<file path="src/rtl/sd_pkg.sv">
// Shared types and defaults for the SD request arbiter.
package sd_pkg;

  typedef enum logic [1:0] {
    ST_IDLE = 2'd0,
    ST_REQ  = 2'd1,
    ST_XFER = 2'd2
  } sd_state_e;

  localparam logic [23:0] SD_TIMEOUT = 24'd2800000;

endpackage

</file>
<file path="src/rtl/rr_pick.sv">
// Round-robin picker: first set request bit at or after ptr_i, wrapping.
module rr_pick #(
  parameter int N  = 3,
  parameter int PW = (N > 1) ? $clog2(N) : 1
) (
  input  logic [N-1:0]  req_i,
  input  logic [PW-1:0] ptr_i,
  output logic          valid_o,
  output logic [PW-1:0] idx_o
);

  // Scan from the farthest offset down so the nearest hit is assigned last.
  always_comb begin
    valid_o = 1'b0;
    idx_o   = '0;
    for (int off = N - 1; off >= 0; off--) begin
      if (req_i[(int'(ptr_i) + off) % N]) begin
        valid_o = 1'b1;
        idx_o   = PW'((int'(ptr_i) + off) % N);
      end
    end
  end

endmodule

</file>
<file path="src/rtl/sd_arbiter.sv">
// Multiplexes several SD sector requesters onto one user_io port,
// round-robin, with a watchdog on the acknowledge handshake.
module sd_arbiter
  import sd_pkg::*;
#(
  parameter int          CHANNELS = 3,
  parameter logic [23:0] TIMEOUT  = SD_TIMEOUT
) (
  input  logic                   clock,
  input  logic                   reset,
  input  logic [CHANNELS-1:0]    req_rd,
  input  logic [CHANNELS-1:0]    req_wr,
  input  logic [32*CHANNELS-1:0] req_lba,
  input  logic [8*CHANNELS-1:0]  req_buff_d,
  output logic [CHANNELS-1:0]    sd_rd,
  output logic [CHANNELS-1:0]    sd_wr,
  input  logic                   sd_ack,
  output logic [31:0]            sd_lba,
  output logic [7:0]             sd_buff_din,
  input  logic                   sd_buff_wr,
  output logic [CHANNELS-1:0]    ch_ack,
  output logic [CHANNELS-1:0]    ch_buff_wr,
  output logic                   busy,
  output logic                   timeout_err
);

  localparam int PW = (CHANNELS > 1) ? $clog2(CHANNELS) : 1;

  sd_state_e     state_q, state_d;
  logic [PW-1:0] ptr_q, ptr_d;
  logic [PW-1:0] grant_q, grant_d;
  logic          rd_q, rd_d;
  logic [31:0]   lba_q, lba_d;
  logic [23:0]   cnt_q, cnt_d;
  logic          terr_q, terr_d;

  logic [CHANNELS-1:0] req_any;
  logic [CHANNELS-1:0] grant_oh;
  logic                pick_valid;
  logic [PW-1:0]       pick_idx;

  assign req_any  = req_rd | req_wr;
  assign grant_oh = CHANNELS'(1) << grant_q;

  rr_pick #(.N(CHANNELS), .PW(PW)) u_pick (
    .req_i   (req_any),
    .ptr_i   (ptr_q),
    .valid_o (pick_valid),
    .idx_o   (pick_idx)
  );

  always_ff @(posedge clock or negedge reset) begin
    if (!reset) begin
      state_q <= ST_IDLE;
      ptr_q   <= '0;
      grant_q <= '0;
      rd_q    <= 1'b0;
      lba_q   <= '0;
      cnt_q   <= '0;
      terr_q  <= 1'b0;
    end else begin
      state_q <= state_d;
      ptr_q   <= ptr_d;
      grant_q <= grant_d;
      rd_q    <= rd_d;
      lba_q   <= lba_d;
      cnt_q   <= cnt_d;
      terr_q  <= terr_d;
    end
  end

  always_comb begin
    state_d = state_q;
    ptr_d   = ptr_q;
    grant_d = grant_q;
    rd_d    = rd_q;
    lba_d   = lba_q;
    cnt_d   = cnt_q;
    terr_d  = 1'b0;
    unique case (state_q)
      ST_IDLE: begin
        // A leftover ack from the previous transfer must clear before a new grant.
        if (!sd_ack && pick_valid) begin
          grant_d = pick_idx;
          rd_d    = req_rd[pick_idx];
          lba_d   = req_lba[32*pick_idx +: 32];
          cnt_d   = '0;
          state_d = ST_REQ;
        end
      end
      ST_REQ: begin
        if (sd_ack) begin
          state_d = ST_XFER;
        end else if (!req_any[grant_q]) begin
          state_d = ST_IDLE;
        end else if (cnt_q == TIMEOUT - 24'd1) begin
          state_d = ST_IDLE;
          terr_d  = 1'b1;
        end else begin
          cnt_d = cnt_q + 24'd1;
        end
      end
      ST_XFER: begin
        if (!sd_ack) begin
          state_d = ST_IDLE;
          ptr_d   = (grant_q == PW'(CHANNELS - 1)) ? '0 : grant_q + 1'b1;
        end
      end
      default: state_d = ST_IDLE;
    endcase
  end

  assign busy        = (state_q != ST_IDLE);
  assign sd_rd       = (state_q == ST_REQ && rd_q)  ? grant_oh : '0;
  assign sd_wr       = (state_q == ST_REQ && !rd_q) ? grant_oh : '0;
  assign sd_lba      = lba_q;
  assign sd_buff_din = req_buff_d[8*grant_q +: 8];
  assign ch_ack      = (busy && sd_ack)     ? grant_oh : '0;
  assign ch_buff_wr  = (busy && sd_buff_wr) ? grant_oh : '0;
  assign timeout_err = terr_q;

endmodule

</file>
<file path="config.mk">
export PLATFORM = sky130hd
export DESIGN_NAME = sd_arbiter
export DESIGN_NICKNAME = d
export VERILOG_FILES = /design/src/rtl/sd_pkg.sv /design/src/rtl/rr_pick.sv /design/src/rtl/sd_arbiter.sv
export SDC_FILE = /design/constraint.sdc
export NUM_CORES = 1
export LEC_CHECK = 0
export BUFFER_PORTS_ARGS = -buffer_cell sky130_fd_sc_hd__clkbuf_2
export CAP_MARGIN = 20
export CORE_ASPECT_RATIO = 0.6
export CORE_MARGIN = 4
export CORE_UTILIZATION = 43
export CTS_CLUSTER_DIAMETER = 100
export DETAILED_ROUTE_END_ITERATION = 6
export PLACE_DENSITY = 0.77
export SLEW_MARGIN = 10
export SYNTH_ARGS = -nofsm -noshare
export SYNTH_HDL_FRONTEND = slang
export SYNTH_HIERARCHICAL = 1
export SYNTH_SLANG_ARGS = --single-unit
</file>
<file path="constraint.sdc">
create_clock -name clock -period 2.4 [get_ports clock]
set_input_delay 0.48 -clock clock [delete_from_list [all_inputs] [get_ports clock]]
set_output_delay 0.48 -clock clock [all_outputs]
set_load 0.02 [all_outputs]
</file>
Word-level counts from Yosys, hierarchy flattened:

Cells that the tools add are included.

* equality and inequality tests: 10
* muxes and demuxes: 39
* magnitude comparators: 5
* shift-type cells: 3
* bitwise operators: 2
* add/subtract/negate cells: 4
* divide/modulo/power cells: 3
* reductions and logical operators: 14

Operator list (count)
* less-than comparator 32 x 4 -> 1 bit (second input constant): 3
* two-way mux 24 bit: 4
* indexed part select 96 x 8 -> 32 bit: 1
* remainder unit 32 x 3 -> 32 bit (second input constant): 2
* case mux 24 bit (2 select lines): 1
* remainder unit 3 x 3 -> 32 bit (second input constant): 1
* adder 24 x 1 -> 24 bit (second input constant): 1
* equality test 24 x 22 -> 1 bit (second input constant): 1
* indexed part select 24 x 6 -> 8 bit: 1
* two-way mux 2 bit: 9
* two-way mux 1 bit: 15
* two-way mux 3 bit: 4
* binary-select mux 1 bit (select 2 bit): 5
* != test 2 bit (second input constant): 5
* less-than comparator 2 x 3 -> 1 bit (second input constant): 2
* case mux 2 bit (3 select lines): 1
* logical AND 1 bit: 5
* AND reduction 5 bit: 1
* equality test 2 bit (second input constant): 2
* != test 4 bit (second input constant): 1
* AND reduction 2 bit: 2
* nonzero test 2 bit: 2
* adder 2 x 1 -> 3 bit (second input constant): 1
* adder 2 x 2 -> 3 bit (second input constant): 1
* other kinds (8): 9

* output and inout port bits: 54
* input port bits: 130
* word-level logic and storage cells: 87
* flip-flop bits (word level): 64

Depth between registers and ports, before layout:

Gate-level depths: netlist of run 1.

* word-level depth: 11
* gate-level depth with buffers: 12

Modules after synthesis:

Netlist of run 1, hierarchy kept.

By module, submodules not included
* sd_arbiter: cells each 465, area an instance 3958.8 µm², sequential area each 1601.5 µm², times used 1
* rr_pick: cells each 27, area an instance 191.4 µm², sequential area each 0.0 µm², times used 1

Worst setup path before layout of run 1:

OpenSTA, ideal clock, no wires.

* path type: register to register
* start: reg ptr_q[0]
* end: reg lba_q[10], in the netlist sd_lba[10]
* library setup time: 0.137 ns
* clock period less this slack: 2.478 ns
* stages on the path, launching flop included: 12
* slack: -0.078 ns
* arrival time: 2.341 ns
* cell sequence: dfrtp_1 -> inv_1 -> ha_1 -> a21oi_1 -> o21ai_0 -> a21boi_0 -> clkbuf_1 -> buf_1 -> mux2i_1 -> nor2_1 -> a21oi_1 -> a21oi_1

* elaborated cells on any way between the ends: 23

RTL lines
* from (decl): line sd_arbiter.sv:30 `logic [PW-1:0] ptr_q, ptr_d;`
* from (signal assigned): line sd_arbiter.sv:63 `ptr_q <= ptr_d;`
* adder 2 x 2 -> 3 bit: line rr_pick.sv:17, rr_pick.sv:19
* remainder unit 32 x 3 -> 32 bit: line rr_pick.sv:17, rr_pick.sv:19
* binary-select mux 1 bit (select 2 bit): line rr_pick.sv:17 `if (req_i[(int'(ptr_i) + off) % N]) begin`
* two-way mux 1 bit (implied by the code) (2 in a row): line rr_pick.sv:17
* two-way mux 2 bit (2 in a row): line rr_pick.sv:17
* two-way mux 2 bit *: line rr_pick.sv:17
* via pick_idx[1]: line sd_arbiter.sv:40 `logic [PW-1:0] pick_idx;`
* indexed part select 96 x 8 -> 32 bit *: line sd_arbiter.sv:86 `lba_d = req_lba[32*pick_idx +: 32];`
* to (signal assigned): line sd_arbiter.sv:66 `lba_q <= lba_d;`
* to (decl): line sd_arbiter.sv:33 `logic [31:0] lba_q, lba_d;`

The timed path passes the listed nets; every way through them passes the cells marked *. The select of a mux whose other input is x is not followed.
A chain may end at the register's enable or synchronous reset.

Worst setup path in the final report of run 1:

* start: reg ptr_q[1]
* end: reg lba_q[21], in the netlist sd_lba[21]

The elaborated chain is that of the path after synthesis.

==> results of run 1 <==
-- per-layer routing --
metal	vias up	GRT usage (%)	part of all wire, %
li1	2159	-	-
met1	2114	32.0	44
met2	241	37.0	45
met3	20	4.46	8.9
met4	0	6.01	1.4
met5	-	0	0
-- power breakdown --
group / internal [mW] / total [mW] / leakage (nW) / switching (mW)
clock network: 0.994 / 1.43 / 0.163 / 0.440
registers: 1.47 / 1.74 / 0.789 / 0.271
logic: 1.68 / 4.18 / 1.75 / 2.50
total: 4.14 / 7.35 / 2.70 / 3.21
-- worst max path at each step --
stage | endpoint | start | slack, ns | depth (start not counted)
floorplan | rd_q | ptr_q[1] | -0.03 | 12
global placement | cnt_q[12] | cnt_q[16] | 0.07 | 5
detailed placement | cnt_q[17] | req_rd[1] | -0.08 | 10
CTS | sd_lba[28] | ptr_q[1] | 0.01 | 9
global route | sd_lba[24] | ptr_q[1] | -0.05 | 10
finish | sd_lba[21] | ptr_q[1] | 0.05 | 10
-- worst max-delay path, cell delays in order, from the launching register on --
cell      delay, ns
dfrtp_2        0.39
buf_4          0.15
ha_4           0.31
nor2b_1        0.19
o21ai_0        0.17
a21boi_4       0.29
buf_12         0.23
mux2i_1        0.21
nor2_1         0.06
a21oi_1        0.13
a21oi_1        0.09
-- cell families after synthesis --
logic type,after synthesis
compound gates,132
mux,45
flops,64
fa+ha+maj,4
buf+inv,49
simple gates,198
-- through the flow --
step           instances  setup TNS [ns]  setup slack, ns  util [%]  power [mW]
2_1_floorplan        492          -0.860          -0.0287         -        4.28
3_3_place_gp         800               0           0.0740      58.2        5.53
3_5_place_dp         800           -2.08          -0.0815      58.2        5.69
4_1_cts              816               0           0.0134      61.8        7.17
5_1_grt              818          -0.377          -0.0515      63.1        7.85
6_report             818               0           0.0483      63.1        7.35
-- area by class of cell --
type,instances,area [um2]
Inverter,11,43.8
Tap cell,130,163
Clock buffer,14,274
Clock inverter,2,60.1
Sequential cell,64,1600
Fill cell,790,3430
Timing Repair Buffer,218,1290
Multi-Input combinational cell,379,2430
-- flip-flops by register name, indices dropped and copies added, names as in the netlist --
register,cells
sd_lba,32
cnt_q,24
grant_q,2
ptr_q,2
state_q,2
rd_q,1
timeout_err,1
-- layout by cell type, fill, tap and decap left out, types with 6 or more instances in the layout --
| cell type | Yosys | layout |
|---|---|---|
| a21oi_1 | 67 | 67 |
| inv_1 | 10 | 9 |
| mux2i_1 | 42 | 41 |
| clkbuf_2 | 0 | 183 |
| nor3_1 | 22 | 22 |
| o21ai_0 | 18 | 18 |
| a221o_1 | 10 | 10 |
| dfrtp_1 | 64 | 62 |
| nand3_1 | 9 | 9 |
| buf_4 | 0 | 26 |
| nor2_1 | 89 | 88 |
| clkbuf_16 | 0 | 10 |
| nand2_1 | 28 | 28 |
| nand4_1 | 6 | 6 |
| o22a_1 | 8 | 8 |
-- repair_timing --
action                                  in CTS  in global routing
cloned                                       0                  1
setup buffers                                0                  1
hold buffers                                 0                  0
endpoints found under the setup margin      20                 53
hold endpoints to repair                     0                  0
pin swaps                                    0                  2
gates resized for setup                      2                 16
==> impl_metrics.py, run 1 <==
metrics = {
    "yosys": {
        "netlist_top_cells_area": "dfrtp_1, mux2i_1, a21oi_1",
        "synth_top_family_by_area": "simple AND/OR/NAND/NOR gates",
        "synth_cell_types": 57,
        "synth_area_per_cell_um2": 8.44,
        "netlist_area_um2": 4150,
        "synth_edf_count": 0,
        "ys_top_cells_by_count": "nor2_1, a21oi_1, dfrtp_1, mux2i_1, nand2_1",
        "yosysMostFrequentCell": "nor2_1",
        "synthFlopType": "dfrtp_1",
        "synth_xor_area_share_pct": 0,
        "synthesis.nets": 626,
        "synth_compound_area_share_pct": 20.7,
        "ys_warn_count": 6,
        "muxShareOfSynthArea_pct": 10.9,
        "ys_ff_latch": 64,
        "yosys.area.top_type_share_pct": 38.6,
        "synthArstFlopShare_pct": 100,
        "synthAdderAreaFrac_pct": 1.21,
        "yosysTopAreaCell": "dfrtp_1",
        "seq_area_frac_synth_pct": 38.6,
        "yosys.area_share.simple_pct": 23.3,
        "synthCells": 492,
    },
    "global_route": {
        "grt_pass1_vias": 4388,
        "antenna_found_initial": 1,
        "grt_pass1_wl_um": 21300,
        "gr-total-overflow": 0,
        "grt_max_degree": 55,
        "track_usage_pct": 23.0,
    },
    "critical_path": {
        "cp.arrival_ns": 2.56,
        "r2r_cells": 10,
        "worstPathMaxFanout": 21,
        "worst-setup-path-type": "reg2reg",
        "end_kind": "register",
        "reg2reg_slack_ns": 0.05,
        "reg2reg_to": "sd_lba[21]",
        "r2r-start": "ptr_q[1]",
        "critPathLaunchType": "register",
        "critical_path_required_ns": 2.61,
    },
    "timing": {
        "min_period_ns": 2.35,
        "slew_viol_final": 0,
        "clock_skew_ns": 0.00412,
        "hold_slack_ns": 0.198,
        "max_freq_mhz": 425,
        "fin_crit_sh_pct": 98.0,
        "worst_pin_slew_ns": 0.725,
        "hold_viol_final": 0,
        "setup_viol": 0,
        "relSlewSlack_pct": 51.7,
    },
    "cts": {
        "htreeDepth": 3,
        "cts_buffers": 9,
        "cts_tree": "yes",
        "clock-root-buffer": "clkbuf_16",
        "clock_path_buffers": 2,
        "clock_latency_ns": 0.33,
        "cts.reportedPaths.clkPinSlew_ns": 0.05,
        "clock-sinks": 64,
    },
    "job": {
        "drv_cap": 0,
    },
    "floorplanning": {
        "dieArea_um2": 11300,
        "initial_core_util_pct": 44.7,
        "ios": 184,
        "die_h_um": 84.1,
        "coreArea_um2": 9290,
        "core.rowCount": 27,
        "die_w_um": 135,
    },
    "finish": {
        "num-nets-final": 817,
        "areaGrowthSynthToFinish_pct": 41.2,
        "drive_gt1_share_pct": 38.2,
        "n_antenna_cell": 0,
        "final_cell_area_um2": 5860,
    },
    "route": {
        "drtIter0Drc": 290,
        "route.detailed.drc": 0,
        "drtPass1Iterations": 5,
        "wl_um": 13400,
        "wire_per_inst_um": 16.4,
        "antenna_left": 0,
        "vias": 4534,
        "vias_per_cell": 5.54,
    },
    "placed_design": {
        "gp_congestion": 0.943,
        "post-dp-hpwl_um": 10300,
        "port_buffers": 183,
        "placed_cell_area_um2": 5400,
    },
    "power_and_ir_drop": {
        "ir_drop_mv": 0.716,
        "power.density_nw_per_um2": 1250,
        "leakagePower_nw": 2.70,
    },
    "worst_hold_path": {
        "holdCritPathClass": "in2async",
    },
    "status": {
        "status": "complete, no violations",
    },
}
Power figures use the tool's default switching activity.
==> run 2: changes to the inputs <==
ABC_AREA = 1   (was not set)
CORE_UTILIZATION = 44   (was 43)
PLACE_DENSITY = 0.78   (was 0.77)
==> run 2 against run 1 <==
Area after synthesis increased by 1.9%. Register-to-register slack improved by 0.15 ns. Design area decreased by 3.2%. Sequential cell count unchanged.
==> impl_metrics.py, run 2 <==
metrics = {
    "status": {
        "status": "complete, no violations",
    },
    "finish": {
        "num-nets-final": 946,
        "fillers": 854,
        "n_antenna_cell": 0,
        "postLayoutCoreUtil_pct": 61.3,
        "final_cell_mix": "clkbuf_2, nor2_1, nand2_1",
        "mostFrequentLayoutCell": "clkbuf_2",
        "largest_reg_flops": 32,
        "areaGrowthSynthToFinish_pct": 34.2,
        "final_cell_area_um2": 5670,
        "final_cells": 946,
        "drive_gt1_share_pct": 29.7,
    },
    "critical_path": {
        "cp_top_family": "simple AND/OR/NAND/NOR gates",
        "cp_cell_sequence": "inv_1 > ha_1 > nand2_1 > nand2_2 > a21oi_2 > nand3_1 > nand2_1 > nand2_1 > nand2_2 > inv_1 > buf_12 > o21ai_0 > a21oi_1",
        "cp_slowest_stage_delay_ns": 0.39,
        "cp.arrival_ns": 2.43,
        "path_common_cell": "nand2_1",
        "worst-setup-path-type": "reg2reg",
        "end_kind": "register",
        "worstPathMaxFanout": 32,
        "critPathLaunchType": "register",
        "crit_buf_inv": 3,
        "critical_path_required_ns": 2.62,
        "crit_slowest_cell": "dfrtp_1",
    },
    "cts": {
        "clock_latency_ns": 0.34,
        "htreeDepth": 3,
        "cts_buffers": 9,
        "clock-root-buffer": "clkbuf_16",
        "cts-hold-fix-buffers": 0,
        "clock-sinks": 64,
        "cts_resized": 0,
        "cts.reportedPaths.clkPinSlew_ns": 0.05,
        "cts_tree": "yes",
        "clock_path_buffers": 2,
        "postCtsSetupBuffers": 0,
    },
    "placed_design": {
        "dp_cells": 931,
        "gp_congestion": 0.886,
        "port_buffers": 183,
        "post-dp-hpwl_um": 10900,
        "placed_cell_area_um2": 5340,
    },
    "yosys": {
        "yosysTopAreaCell": "dfrtp_1",
        "synthFlopType": "dfrtp_1",
        "synthesis.nets": 765,
        "ys_warn_count": 6,
        "ys_top_cells_by_count": "nor2_1, nand2_1, a21oi_1, dfrtp_1, inv_1",
        "synthArstFlopShare_pct": 100,
        "synth_edf_count": 0,
        "seq_area_frac_synth_pct": 37.9,
        "ys_ff_latch": 64,
        "synth_area_per_cell_um2": 6.70,
        "synth_cell_types": 36,
        "yosys.area.top_type_share_pct": 37.9,
        "synthCells": 631,
        "yosysMostFrequentCell": "nor2_1",
        "netlist_top_cells_area": "dfrtp_1, nor2_1, nand2_1",
        "netlist_area_um2": 4230,
    },
    "timing": {
        "worst_pin_slew_ns": 0.492,
        "max_freq_mhz": 453,
        "relSlewSlack_pct": 67.2,
        "hold_slack_ns": 0.0931,
        "rsz0062_at_grt": "false",
        "fin_crit_sh_pct": 91.9,
        "slew_viol_final": 0,
        "tns_ns": 0,
        "clock_skew_ns": 0.00501,
        "min_period_ns": 2.21,
        "hold_viol_final": 0,
        "setup_viol": 0,
    },
    "power_and_ir_drop": {
        "netSwitchingPower_mw": 3.56,
        "pwr-share-seq_pct": 22.6,
        "leakagePower_nw": 2.86,
        "p_comb_share_pct": 58.6,
        "power.density_nw_per_um2": 1300,
        "switching_share_pct": 48.2,
        "clockPowerShare_pct": 18.8,
        "ir_drop_mv": 0.672,
        "intPower_mw": 3.82,
    },
    "route": {
        "antenna_left": 0,
        "wl_um": 14300,
        "drtIter0Drc": 305,
        "route.detailed.drc": 0,
        "vias_per_cell": 5.30,
        "drtPass1Iterations": 4,
        "wire_per_inst_um": 15.1,
        "vias": 5015,
    },
    "global_route": {
        "antenna_found_initial": 0,
        "track_usage_pct": 24.8,
        "grt_max_degree": 36,
        "grt_pass1_wl_um": 22900,
        "grt_pass1_vias": 4764,
        "gr-total-overflow": 0,
    },
    "worst_hold_path": {
        "holdCritPathClass": "in2async",
    },
    "floorplanning": {
        "dieArea_um2": 11300,
        "coreArea_um2": 9260,
        "ios": 184,
        "die_h_um": 83.9,
        "initial_core_util_pct": 45.7,
        "die_w_um": 135,
        "core.rowCount": 27,
    },
    "job": {
        "drv_cap": 0,
    },
}
## run 2: area by class of cell
class	instances	area, um2	share of cell area, %
multi-input cells	489	2320	40.9
repair buffers	199	1080	19.1
clock buffers	10	229	4.04
inverters	49	196	3.46
clock inverters	5	82.6	1.46
flip-flops and latches	64	1600	28.2
well taps	130	163	2.87
## run 2: metrics by stage
stage | setup WS [ns] | total power [mW]
floorplan | 0.182 | 4.46
global placement | 0.159 | 5.78
detailed placement | 0.0692 | 5.91
CTS | 0.117 | 7.32
global route | 0.00155 | 7.90
finish | 0.193 | 7.37
## run 2: path summary, 6_finish.rpt
kind	from	endpoint	slack (ns)	cells after the start
max	ptr_q[0]	sd_lba[10]	0.19	13
min	reset	cnt_q[22]	0.09	1
max reg2reg	ptr_q[0]	sd_lba[10]	0.19	13
min reg2reg	state_q[0]	state_q[1]	0.45	1
max in group asynchronous	reset	cnt_q[8]	1.59	2
min in group clock	req_lba[78]	sd_lba[14]	0.42	3
## run 2: power groups by stage
stage / clock network, mW / registers [mW] / logic [mW]
finish: 1.38 / 1.67 / 4.32
global route: 1.45 / 1.71 / 4.74
CTS: 1.40 / 1.67 / 4.26
detailed placement: 0 / 1.67 / 4.24
global placement: 0 / 1.66 / 4.12
floorplan: 0 / 1.95 / 2.51
## run 2: routing by layer
| layer | track usage [%] | share of wire, % | vias up |
|---|---|---|---|
| li1 | - | - | 2424 |
| met1 | 34.1 | 45 | 2365 |
| met2 | 39.5 | 46 | 206 |
| met3 | 6.63 | 8.4 | 20 |
| met4 | 5.36 | 1.2 | 0 |
| met5 | 0 | 0 | - |
## run 2: logic make-up (layout without fill, tap and decap cells)
| logic type | count (synthesis) | count (layout) | synth area share [%] |
|---|---|---|---|
| AO/OA/AOI/OAI | 124 | 124 | 16.2 |
| buffers and inverters | 78 | 263 | 7.64 |
| adder cells (fa/ha/maj) | 4 | 4 | 1.18 |
| flip-flops | 64 | 64 | 37.9 |
| AND/OR/NAND/NOR | 352 | 352 | 35.2 |
| XOR/XNOR | 9 | 9 | 1.86 |
